File: src/rtl/snn_pkg.sv
// Shared sizing, FSM state type and membrane saturation helper for the LIF neuron datapath.
package snn_pkg;

    function automatic int unsigned beats_f(input int unsigned n, input int unsigned lanes);
        return (n + lanes - 1) / lanes;
    endfunction

    function automatic int unsigned acc_w_f(input int unsigned w, input int unsigned n);
        return w + $clog2(n) + 1;
    endfunction

    localparam int unsigned NUM_WEIGHT    = 961;
    localparam int unsigned LANES         = 32;
    localparam int unsigned W_WIDTH       = 8;
    localparam int unsigned V_WIDTH       = 16;
    localparam int unsigned LEAK_SHIFT    = 4;
    localparam int unsigned REFRACT_STEPS = 2;

    localparam int unsigned BEATS  = beats_f(NUM_WEIGHT, LANES);
    localparam int unsigned ACC_W  = acc_w_f(W_WIDTH, NUM_WEIGHT);
    localparam int unsigned SUM_W  = ACC_W + 2;
    localparam int unsigned ADDR_W = $clog2(BEATS);
    localparam int unsigned PAD_W  = BEATS * LANES;
    localparam int unsigned REFR_W = $clog2(REFRACT_STEPS + 1);

    localparam logic signed [V_WIDTH-1:0] THRESHOLD = V_WIDTH'(1000);
    localparam int V_MAX = (1 << (V_WIDTH - 1)) - 1;
    localparam int V_MIN = -V_MAX - 1;

    typedef enum logic [1:0] {
        ST_IDLE,
        ST_ACCUM,
        ST_FLUSH,
        ST_UPDATE
    } lif_state_e;

    // Clamp a wide update result into the membrane potential range.
    function automatic logic signed [V_WIDTH-1:0] sat_v(input logic signed [SUM_W-1:0] x);
        if (x > SUM_W'(V_MAX)) return V_WIDTH'(V_MAX);
        if (x < SUM_W'(V_MIN)) return V_WIDTH'(V_MIN);
        return V_WIDTH'(x);
    endfunction

endpackage

File: src/rtl/spike_weight_sum.sv
// Combinational masked signed sum of one beat of synaptic weights.
module spike_weight_sum
    import snn_pkg::*;
(
    input  logic [LANES*W_WIDTH-1:0] weights_i,
    input  logic [LANES-1:0]         spike_mask_i,
    input  logic [LANES-1:0]         valid_mask_i,
    output logic signed [ACC_W-1:0]  sum_c_o
);

    logic signed [W_WIDTH-1:0] lane_w;
    logic signed [ACC_W-1:0]   sum;

    always_comb begin
        sum    = '0;
        lane_w = '0;
        for (int unsigned l = 0; l < LANES; l++) begin
            lane_w = weights_i[l*W_WIDTH +: W_WIDTH];
            if (spike_mask_i[l] && valid_mask_i[l]) begin
                sum = sum + ACC_W'(lane_w);
            end
        end
    end

    assign sum_c_o = sum;

endmodule

File: src/rtl/lif_neuron_accum.sv
// Leaky integrate-and-fire neuron: streams weights per beat, integrates, leaks and fires.
// Optional refractory period enabled by defining LIF_REFRACTORY_EN.
module lif_neuron_accum
    import snn_pkg::*;
(
    input  logic                       clk_i,
    input  logic                       rst_i,
    input  logic [NUM_WEIGHT-1:0]      spike_i,
    input  logic                       start_i,
    output logic                       weight_rd_o,
    output logic [ADDR_W-1:0]          weight_addr_o,
    input  logic [LANES*W_WIDTH-1:0]   weight_data_i,
    output logic                       busy_o,
    output logic                       done_o,
    output logic                       spike_o,
    output logic signed [V_WIDTH-1:0]  vmem_o
);

    lif_state_e                state_q, state_d;
    logic [PAD_W-1:0]          spikes_q, spikes_d;
    logic [ADDR_W-1:0]         addr_q, addr_d;
    logic [ADDR_W-1:0]         dbeat_q, dbeat_d;
    logic                      rd_q, rd_d;
    logic                      dv_q, dv_d;
    logic signed [ACC_W-1:0]   acc_q, acc_d;
    logic signed [V_WIDTH-1:0] vmem_q, vmem_d;
    logic                      spike_q, spike_d;
    logic                      done_q, done_d;
    logic                      busy_q, busy_d;
`ifdef LIF_REFRACTORY_EN
    logic [REFR_W-1:0]         refr_q, refr_d;
`endif

    logic [LANES-1:0]          lane_spk_c;
    logic [LANES-1:0]          lane_vld_c;
    logic signed [ACC_W-1:0]   beat_sum_c;
    logic signed [SUM_W-1:0]   upd_sum_c;
    logic signed [V_WIDTH-1:0] v_new_c;

    // Lane masks for the beat whose read data is arriving this cycle.
    always_comb begin
        lane_spk_c = spikes_q[32'(dbeat_q) * LANES +: LANES];
        lane_vld_c = '0;
        for (int unsigned l = 0; l < LANES; l++) begin
            lane_vld_c[l] = (32'(dbeat_q) * LANES + l) < NUM_WEIGHT;
        end
    end

    spike_weight_sum u_sum (
        .weights_i    (weight_data_i),
        .spike_mask_i (lane_spk_c),
        .valid_mask_i (lane_vld_c),
        .sum_c_o      (beat_sum_c)
    );

    assign upd_sum_c = SUM_W'(vmem_q) - SUM_W'(vmem_q >>> LEAK_SHIFT) + SUM_W'(acc_q);
    assign v_new_c   = sat_v(upd_sum_c);

    always_ff @(posedge clk_i or posedge rst_i) begin
        if (rst_i) begin
            state_q  <= ST_IDLE;
            spikes_q <= '0;
            addr_q   <= '0;
            dbeat_q  <= '0;
            rd_q     <= 1'b0;
            dv_q     <= 1'b0;
            acc_q    <= '0;
            vmem_q   <= '0;
            spike_q  <= 1'b0;
            done_q   <= 1'b0;
            busy_q   <= 1'b0;
`ifdef LIF_REFRACTORY_EN
            refr_q   <= '0;
`endif
        end else begin
            state_q  <= state_d;
            spikes_q <= spikes_d;
            addr_q   <= addr_d;
            dbeat_q  <= dbeat_d;
            rd_q     <= rd_d;
            dv_q     <= dv_d;
            acc_q    <= acc_d;
            vmem_q   <= vmem_d;
            spike_q  <= spike_d;
            done_q   <= done_d;
            busy_q   <= busy_d;
`ifdef LIF_REFRACTORY_EN
            refr_q   <= refr_d;
`endif
        end
    end

    always_comb begin
        state_d  = state_q;
        spikes_d = spikes_q;
        addr_d   = addr_q;
        rd_d     = rd_q;
        acc_d    = acc_q;
        vmem_d   = vmem_q;
        spike_d  = spike_q;
        busy_d   = busy_q;
        done_d   = 1'b0;
        dv_d     = rd_q;
        dbeat_d  = addr_q;
`ifdef LIF_REFRACTORY_EN
        refr_d   = refr_q;
`endif

        // Read data lags the address by one cycle, so accumulate the previous beat.
        if (dv_q) begin
            acc_d = acc_q + beat_sum_c;
        end

        case (state_q)
            ST_IDLE: begin
                busy_d = 1'b0;
                if (start_i && !busy_q) begin
                    spikes_d = PAD_W'(spike_i);
                    acc_d    = '0;
                    addr_d   = '0;
                    busy_d   = 1'b1;
`ifdef LIF_REFRACTORY_EN
                    if (refr_q != '0) begin
                        state_d = ST_UPDATE;
                    end else begin
                        state_d = ST_ACCUM;
                        rd_d    = 1'b1;
                    end
`else
                    state_d = ST_ACCUM;
                    rd_d    = 1'b1;
`endif
                end
            end
            ST_ACCUM: begin
                if (addr_q == ADDR_W'(BEATS - 1)) begin
                    rd_d    = 1'b0;
                    addr_d  = '0;
                    state_d = ST_FLUSH;
                end else begin
                    addr_d = addr_q + ADDR_W'(1);
                end
            end
            ST_FLUSH: begin
                state_d = ST_UPDATE;
            end
            ST_UPDATE: begin
                done_d  = 1'b1;
                state_d = ST_IDLE;
`ifdef LIF_REFRACTORY_EN
                if (refr_q != '0) begin
                    vmem_d  = '0;
                    spike_d = 1'b0;
                    refr_d  = refr_q - REFR_W'(1);
                end else if (v_new_c >= THRESHOLD) begin
                    vmem_d  = '0;
                    spike_d = 1'b1;
                    refr_d  = REFR_W'(REFRACT_STEPS);
                end else begin
                    vmem_d  = v_new_c;
                    spike_d = 1'b0;
                end
`else
                if (v_new_c >= THRESHOLD) begin
                    vmem_d  = '0;
                    spike_d = 1'b1;
                end else begin
                    vmem_d  = v_new_c;
                    spike_d = 1'b0;
                end
`endif
            end
            default: begin
                state_d = ST_IDLE;
            end
        endcase
    end

    assign weight_rd_o   = rd_q;
    assign weight_addr_o = addr_q;
    assign busy_o        = busy_q;
    assign done_o        = done_q;
    assign spike_o       = spike_q;
    assign vmem_o        = vmem_q;

endmodule

File: config.mk
export PLATFORM = sky130hd
export DESIGN_NAME = lif_neuron_accum
export DESIGN_NICKNAME = d
export VERILOG_FILES = /design/src/rtl/snn_pkg.sv /design/src/rtl/spike_weight_sum.sv /design/src/rtl/lif_neuron_accum.sv
export SDC_FILE = /design/constraint.sdc
export NUM_CORES = 2
export LEC_CHECK = 0
export CAP_MARGIN = 10
export CORE_MARGIN = 2
export CORE_UTILIZATION = 32
export DETAILED_ROUTE_END_ITERATION = 8
export PLACE_DENSITY = 0.54
export SYNTH_ARGS = -nofsm -noshare
export SYNTH_HDL_FRONTEND = slang
export SYNTH_SLANG_ARGS = --single-unit
File: constraint.sdc
create_clock -name clk_i -period 85.6 [get_ports clk_i]
set_input_delay 17.12 -clock clk_i [delete_from_list [all_inputs] [get_ports clk_i]]
set_output_delay 17.12 -clock clk_i [all_outputs]
set_load 0.01 [all_outputs]
Yosys cells after proc, flatten, opt, wreduce, memory -nomap -nowiden:

Cells that the tools add are included.

* word-level logic and storage cells: 214
* output and inout port bits: 25
* register bits after elaboration: 1013
* input bits: 1220

* $lt $le $gt $ge: 35
* reductions and logical operators: 40
* shift-type cells: 1
* eq/ne operators: 6
* add/subtract/negate cells: 66
* mux-type cells: 55

Operators with widths (count)
* $shiftx 992x11->32: 1
* $mux 19: 35
* $add 19x8->19: 31
* $lt 11x10->1 const B: 31
* $add 10x5->11 const B: 16
* $add 10x4->11 const B: 8
* $mux 16: 5
* $add 10x3->11 const B: 4
* $logic_and 1x1->1: 33
* $add 10x2->11 const B: 2
* $add 17x19->20: 1
* $gt 20x16->1 const B: 1
* $lt 20x16->1 const B: 1
* $add 19x19->19: 1
* $sub 16x12->17: 1
* $ge 16x11->1 const B: 1
* $add 10x1->11 const B: 1
* $lt 10x10->1 const B: 1
* $mux 5: 2
* $pmux 5 s2: 1
* $mux 1: 8
* $pmux 2 s4: 1
* $reduce_and 2->1: 3
* $add 5x1->5 const B: 1
* 10 further kinds: 13

Logic depth before layout (Yosys ltp):

* depth after elaboration: 69
* gate-level depth with buffers: 206
* depth with buffers taken out: 201

Hierarchy:

Synthesis repeated with hierarchy kept, for this count alone.

* cells, all modules: 10394
* area total of the unflattened synthesis: 83193.5 µm²

Modules (own cells, without submodules)
* lif_neuron_accum: sequential area each 25349.3 µm², times used 1, area an instance 47919.7 µm², cells each 5135
* spike_weight_sum: sequential area each 0.0 µm², times used 1, area an instance 35273.8 µm², cells each 5259

Worst setup path after synthesis:

No wires, ideal clock.

* path type: input to register
* start: input port weight_data_i[0]
* end: register acc_q[18]
* setup slack: 35.928 ns
* data arrival time: 49.593 ns
* buffers on the path: 0
* library setup time: 0.078 ns
* data required time: 85.522 ns
* stages: 173
* cells stage by stage: and3_1 -> ha_1 -> inv_1 -> fa_1 -> nor2b_1 -> nor3_1 -> or2_2 -> ha_1 -> nor2b_1 -> o31ai_1 -> a21oi_1 -> or3_1 -> a21oi_1 -> a31oi_1 -> ha_1 -> a211o_1 -> a211oi_1 -> nor3_1 -> [137 not listed] -> ha_1 -> o41ai_1 -> xnor2_1 -> mux2_2 -> ha_1 -> xor2_1 -> o221a_2 -> ha_1 -> xnor2_1 -> mux2_2 -> ha_1 -> nor2_1 -> a211o_1 -> xnor2_1 -> xnor3_1 -> xnor3_1 -> or3_1 -> a21oi_1

* longest elaborated chain between the ends: 67

Ends and longest elaborated chain
* from (decl): RTL line lif_neuron_accum.sv:12 `input logic [LANES*W_WIDTH-1:0] weight_data_i,`
* $mux 19 *: RTL line spike_weight_sum.sv:19 `if (spike_mask_i[l] && valid_mask_i[l]) begin`
* $add 19x8->19: RTL line spike_weight_sum.sv:20 `sum = sum + ACC_W'(lane_w);`
* $mux 19 *: RTL line spike_weight_sum.sv:19
* $add 19x8->19: RTL line spike_weight_sum.sv:20
* $mux 19 *: RTL line spike_weight_sum.sv:19
* $add 19x8->19: RTL line spike_weight_sum.sv:20
* $mux 19 *: RTL line spike_weight_sum.sv:19
* $add 19x8->19: RTL line spike_weight_sum.sv:20
* [52 not listed]
* $mux 19 *: RTL line spike_weight_sum.sv:19
* $add 19x8->19: RTL line spike_weight_sum.sv:20
* $mux 19 *: RTL line spike_weight_sum.sv:19
* $add 19x19->19 *: RTL line lif_neuron_accum.sv:111 `acc_d = acc_q + beat_sum_c;`
* $mux 19 *: RTL line lif_neuron_accum.sv:110 `if (dv_q) begin`
* $mux 19: RTL line lif_neuron_accum.sv:117 `if (start_i && !busy_q) begin`
* $mux 19 *: RTL line lif_neuron_accum.sv:114 `case (state_q)`
* named net acc_d[18]: RTL line lif_neuron_accum.sv:25 `logic signed [ACC_W-1:0] acc_q, acc_d;`
* to (signal assigned): RTL line lif_neuron_accum.sv:67 `acc_q <= '0;`
* to (signal assigned): RTL line lif_neuron_accum.sv:82 `acc_q <= acc_d;`
* to (decl): RTL line lif_neuron_accum.sv:25

The timed path passes the listed nets; every way through them passes the cells marked *.
A chain may end at the register's enable or synchronous reset.

Worst setup path in the final report:

* start: input port weight_data_i[8]
* end: register acc_q[18]

* longest elaborated chain between the ends: 66

Ends and longest elaborated chain (RTL line)
* $add 19x8->19 *: spike_weight_sum.sv:20
* $mux 19 *: spike_weight_sum.sv:19
* $add 19x8->19: spike_weight_sum.sv:20
* $mux 19 *: spike_weight_sum.sv:19
* $add 19x8->19: spike_weight_sum.sv:20
* $mux 19 *: spike_weight_sum.sv:19
* $add 19x8->19: spike_weight_sum.sv:20
* $mux 19 *: spike_weight_sum.sv:19
* [51 not listed]
* $mux 19 *: spike_weight_sum.sv:19
* $add 19x8->19: spike_weight_sum.sv:20
* $mux 19 *: spike_weight_sum.sv:19
* $add 19x19->19 *: lif_neuron_accum.sv:111
* $mux 19 *: lif_neuron_accum.sv:110
* $mux 19: lif_neuron_accum.sv:117
* $mux 19 *: lif_neuron_accum.sv:114
* named net acc_d[18]: lif_neuron_accum.sv:25

Marks and branches as above.

==> impl_metrics.env <==
export IMPL_slowest_stage="a2111oi_0"
export IMPL_synth_flop_cell="dfrtp_1"
export IMPL_io_buffers=1244
export IMPL_worst_hold_path_type="reg2reg"
export IMPL_met2_usage=0.425
export IMPL_antenna_found_initial=125
export IMPL_min_delay_start="weight_rd_o"
export IMPL_numCtsBuffers=115
export IMPL_syn_num_nets=12000
export IMPL_relSlewSlack=0.123
export IMPL_die_w_um=510
export IMPL_finalNetCount=13100
export IMPL_syn_area_um2=81900
export IMPL_critPathKind="in2reg"
export IMPL_drt_wirelength_per_cell_um=24.9
export IMPL_final_setup_tns_ns=0
export IMPL_overflow=0
export IMPL_cp_arrival_ns=58.23
export IMPL_grt_max_degree=211
export IMPL_ios=1245
export IMPL_h_tree_depth=3
export IMPL_grt_use_met3=0.0480
export IMPL_max_freq_mhz=17.4
export IMPL_core_area_um2=254000
export IMPL_r2r_setup_slack_ns=41.76
export IMPL_setup_violations=0
export IMPL_dp_hpwl_mm=292
export IMPL_finalMaxSlewViolations=0
export IMPL_yosys_warnings=0
export IMPL_holdPathEnd="dv_q"
export IMPL_maxCapViolations=0
export IMPL_timing_final_crit_share=0.672
export IMPL_yosysUniqueCellTypes=114
export IMPL_r2r_cells=178
export IMPL_fillers=25700
export IMPL_cts_tree="done"
export IMPL_syn_area_per_cell_um2=8.07
export IMPL_ys_ff_latch=1013
export IMPL_ys_seq_area_frac=0.310
export IMPL_dieArea_um2=260000
export IMPL_fin_worst_skew_ns=0.0721
export IMPL_outcome="finished, final reports clean"
export IMPL_synth_area_leader_cell="dfrtp_1"
export IMPL_post_cts_resized=0
export IMPL_grt_usage=0.273
export IMPL_drt_pass1_iter_count=6
export IMPL_syn_inst=10200
export IMPL_r2r_end="acc_q[18]"
export IMPL_synth_edf_count=0
export IMPL_path_clk_slew_ns=0.06
export IMPL_drive_gt1_frac=0.0675
export IMPL_critPathMaxFanout=7
export IMPL_grt_pass1_vias=77900
export IMPL_yosysTopAreaCellShare=0.310
export IMPL_vias=79600
export IMPL_clock_latency_ns=0.79
export IMPL_use_met1=0.373
export IMPL_grt_setup_unrepaired="no"
export IMPL_cp_common_cell="ha_1"
export IMPL_period_minus_slack_ns=57.56
export IMPL_wl_mm=366
export IMPL_ant_nets=0
export IMPL_synth_area_top_cells="dfrtp_1 31%, nand2_1 16%, ha_1 9.3%"
export IMPL_area_delta_synth_final_pct=24.0
export IMPL_drtIter0Drc=7174
export IMPL_timing_rr_start="dbeat_q[0]"
export IMPL_hold_viol=0
export IMPL_grt_pass1_wl_mm=527
export IMPL_cts_sinks=1013
export IMPL_start_util=0.322
export IMPL_async_reset_ff_frac=1.00
export IMPL_worstHoldPathCells=0
export IMPL_root_buffer="clkbuf_16"
export IMPL_critPathLaunchType="input pin"
export IMPL_gp_congestion=0.947
export IMPL_cpPeakStageDelay_ns=0.86
export IMPL_required_ns=86.27
export IMPL_post_cts_buffers=0
export IMPL_die_y_um=510
export IMPL_end_kind="flip-flop"
export IMPL_grt_busiest_layer="met2"
export IMPL_drt_vias_per_instance=5.41
export IMPL_drcViolationCount=0
export IMPL_max_slew_worst_pin_slew_ns=1.32
export IMPL_rows=185
export IMPL_postCtsHoldBufs=0
export IMPL_cts_path_max_buffers=3
-- cells in the final DEF, fill, tap and decap left out, drive strengths merged, types with 49 or more instances in the layout --
cell,n
or3,54
inv,413
nor3,131
ha,609
nand3,109
a21o,213
mux2i,168
and2,52
a31oi,69
xnor2,298
o21bai,102
nor2b,81
diode,74
clkbuf,164
mux4,205
nand2,3389
mux2,120
clkdlybuf4s50,1244
nand2b,67
o21a,134
a21oi,526
buf,119
xor2,147
nor2,607
fa,49
dfrtp,1013
o211ai,53
o21ai,420
-- logic make-up after synthesis --
| logic type | count (synthesis) | synth area share |
|---|---|---|
| xor gates and xnor gates | 453 | 0.0498 |
| AOI/OAI and AO/OA | 2037 | 0.166 |
| and+or+nand+nor | 4639 | 0.230 |
| adders and majority gates | 658 | 0.105 |
| muxes | 493 | 0.0944 |
| buffers and inverters | 860 | 0.0454 |
| DFF | 1013 | 0.310 |
-- registers in the layout (all words and copies together), names as in the netlist --
register and cells:
done_o 1, dv_q 1, weight_rd_o 1, vmem_o 16
busy_o 1, spikes_q 961, weight_addr_o 5, acc_q 19
dbeat_q 5, spike_o 1, state_q 2
-- worst max path at each step --
stage | from | endpoint | slack, ns | depth (start not counted)
final | weight_data_i[8] | acc_q[18] | 28.04 | 173
after global routing | weight_data_i[8] | acc_q[18] | 25.89 | 175
after CTS | weight_data_i[8] | acc_q[18] | 28.82 | 175
after detailed placement | weight_data_i[8] | acc_q[18] | 28.19 | 175
after global placement | weight_data_i[8] | acc_q[18] | 28.16 | 174
after floorplan | weight_data_i[0] | acc_q[18] | 35.93 | 173
-- final cells by class --
class                           instances  area (um^2)  share of cell area
Sequential cell                      1013        25400               0.250
Tap cell                             3366         4210              0.0415
Clock inverter                         43          564             0.00556
Timing Repair Buffer                 1364        13400               0.132
Multi-Input combinational cell       8280        53000               0.522
Inverter                              412         1560              0.0153
Clock buffer                          163         3240              0.0319
Antenna cell                           74          185             0.00182
-- per-stage QoR --
step	util	cell area (um^2)	hold slack (ns)	setup WS [ns]	instances
after CTS	0.398	101000	0.419	28.82	14600
after floorplan	-	81900	0.435	35.93	10200
final	0.399	102000	0.427	28.04	14700
after global routing	0.399	101000	0.435	25.89	14700
after global placement	0.383	97500	0.404	28.16	14400
after detailed placement	0.383	97500	0.401	28.19	14400
-- Yosys cell counts (all sizes together), types with 131 or more instances --
master,count
o21a,134
ha,609
nor3,131
a21oi,526
a21o,213
nor2,607
nand2,3389
dfrtp,1013
buf,133
mux4,205
o21ai,420
clkbuf,315
mux2i,168
xnor2,298
xor2,147
inv,410
-- critical path, delay by kind of cell --
kind	cells	cell delay, ns
compound gates	56	15.13
fa+ha+maj	33	11.38
simple gates	51	7.92
xor+xnor	23	4.28
mux	5	1.24
buf+inv	5	1.03
-- routing by layer --
metal / up-vias / part of all wire
met4: 56 / 0.043
met3: 523 / 0.069
met1: 39100 / 0.44
li1: 37000 / -
met5: - / 0.0010
met2: 2919 / 0.45
Power is left out: the tool's default activity adds up to more than one toggle a clock period on the data nets, which glitch-free logic cannot reach.
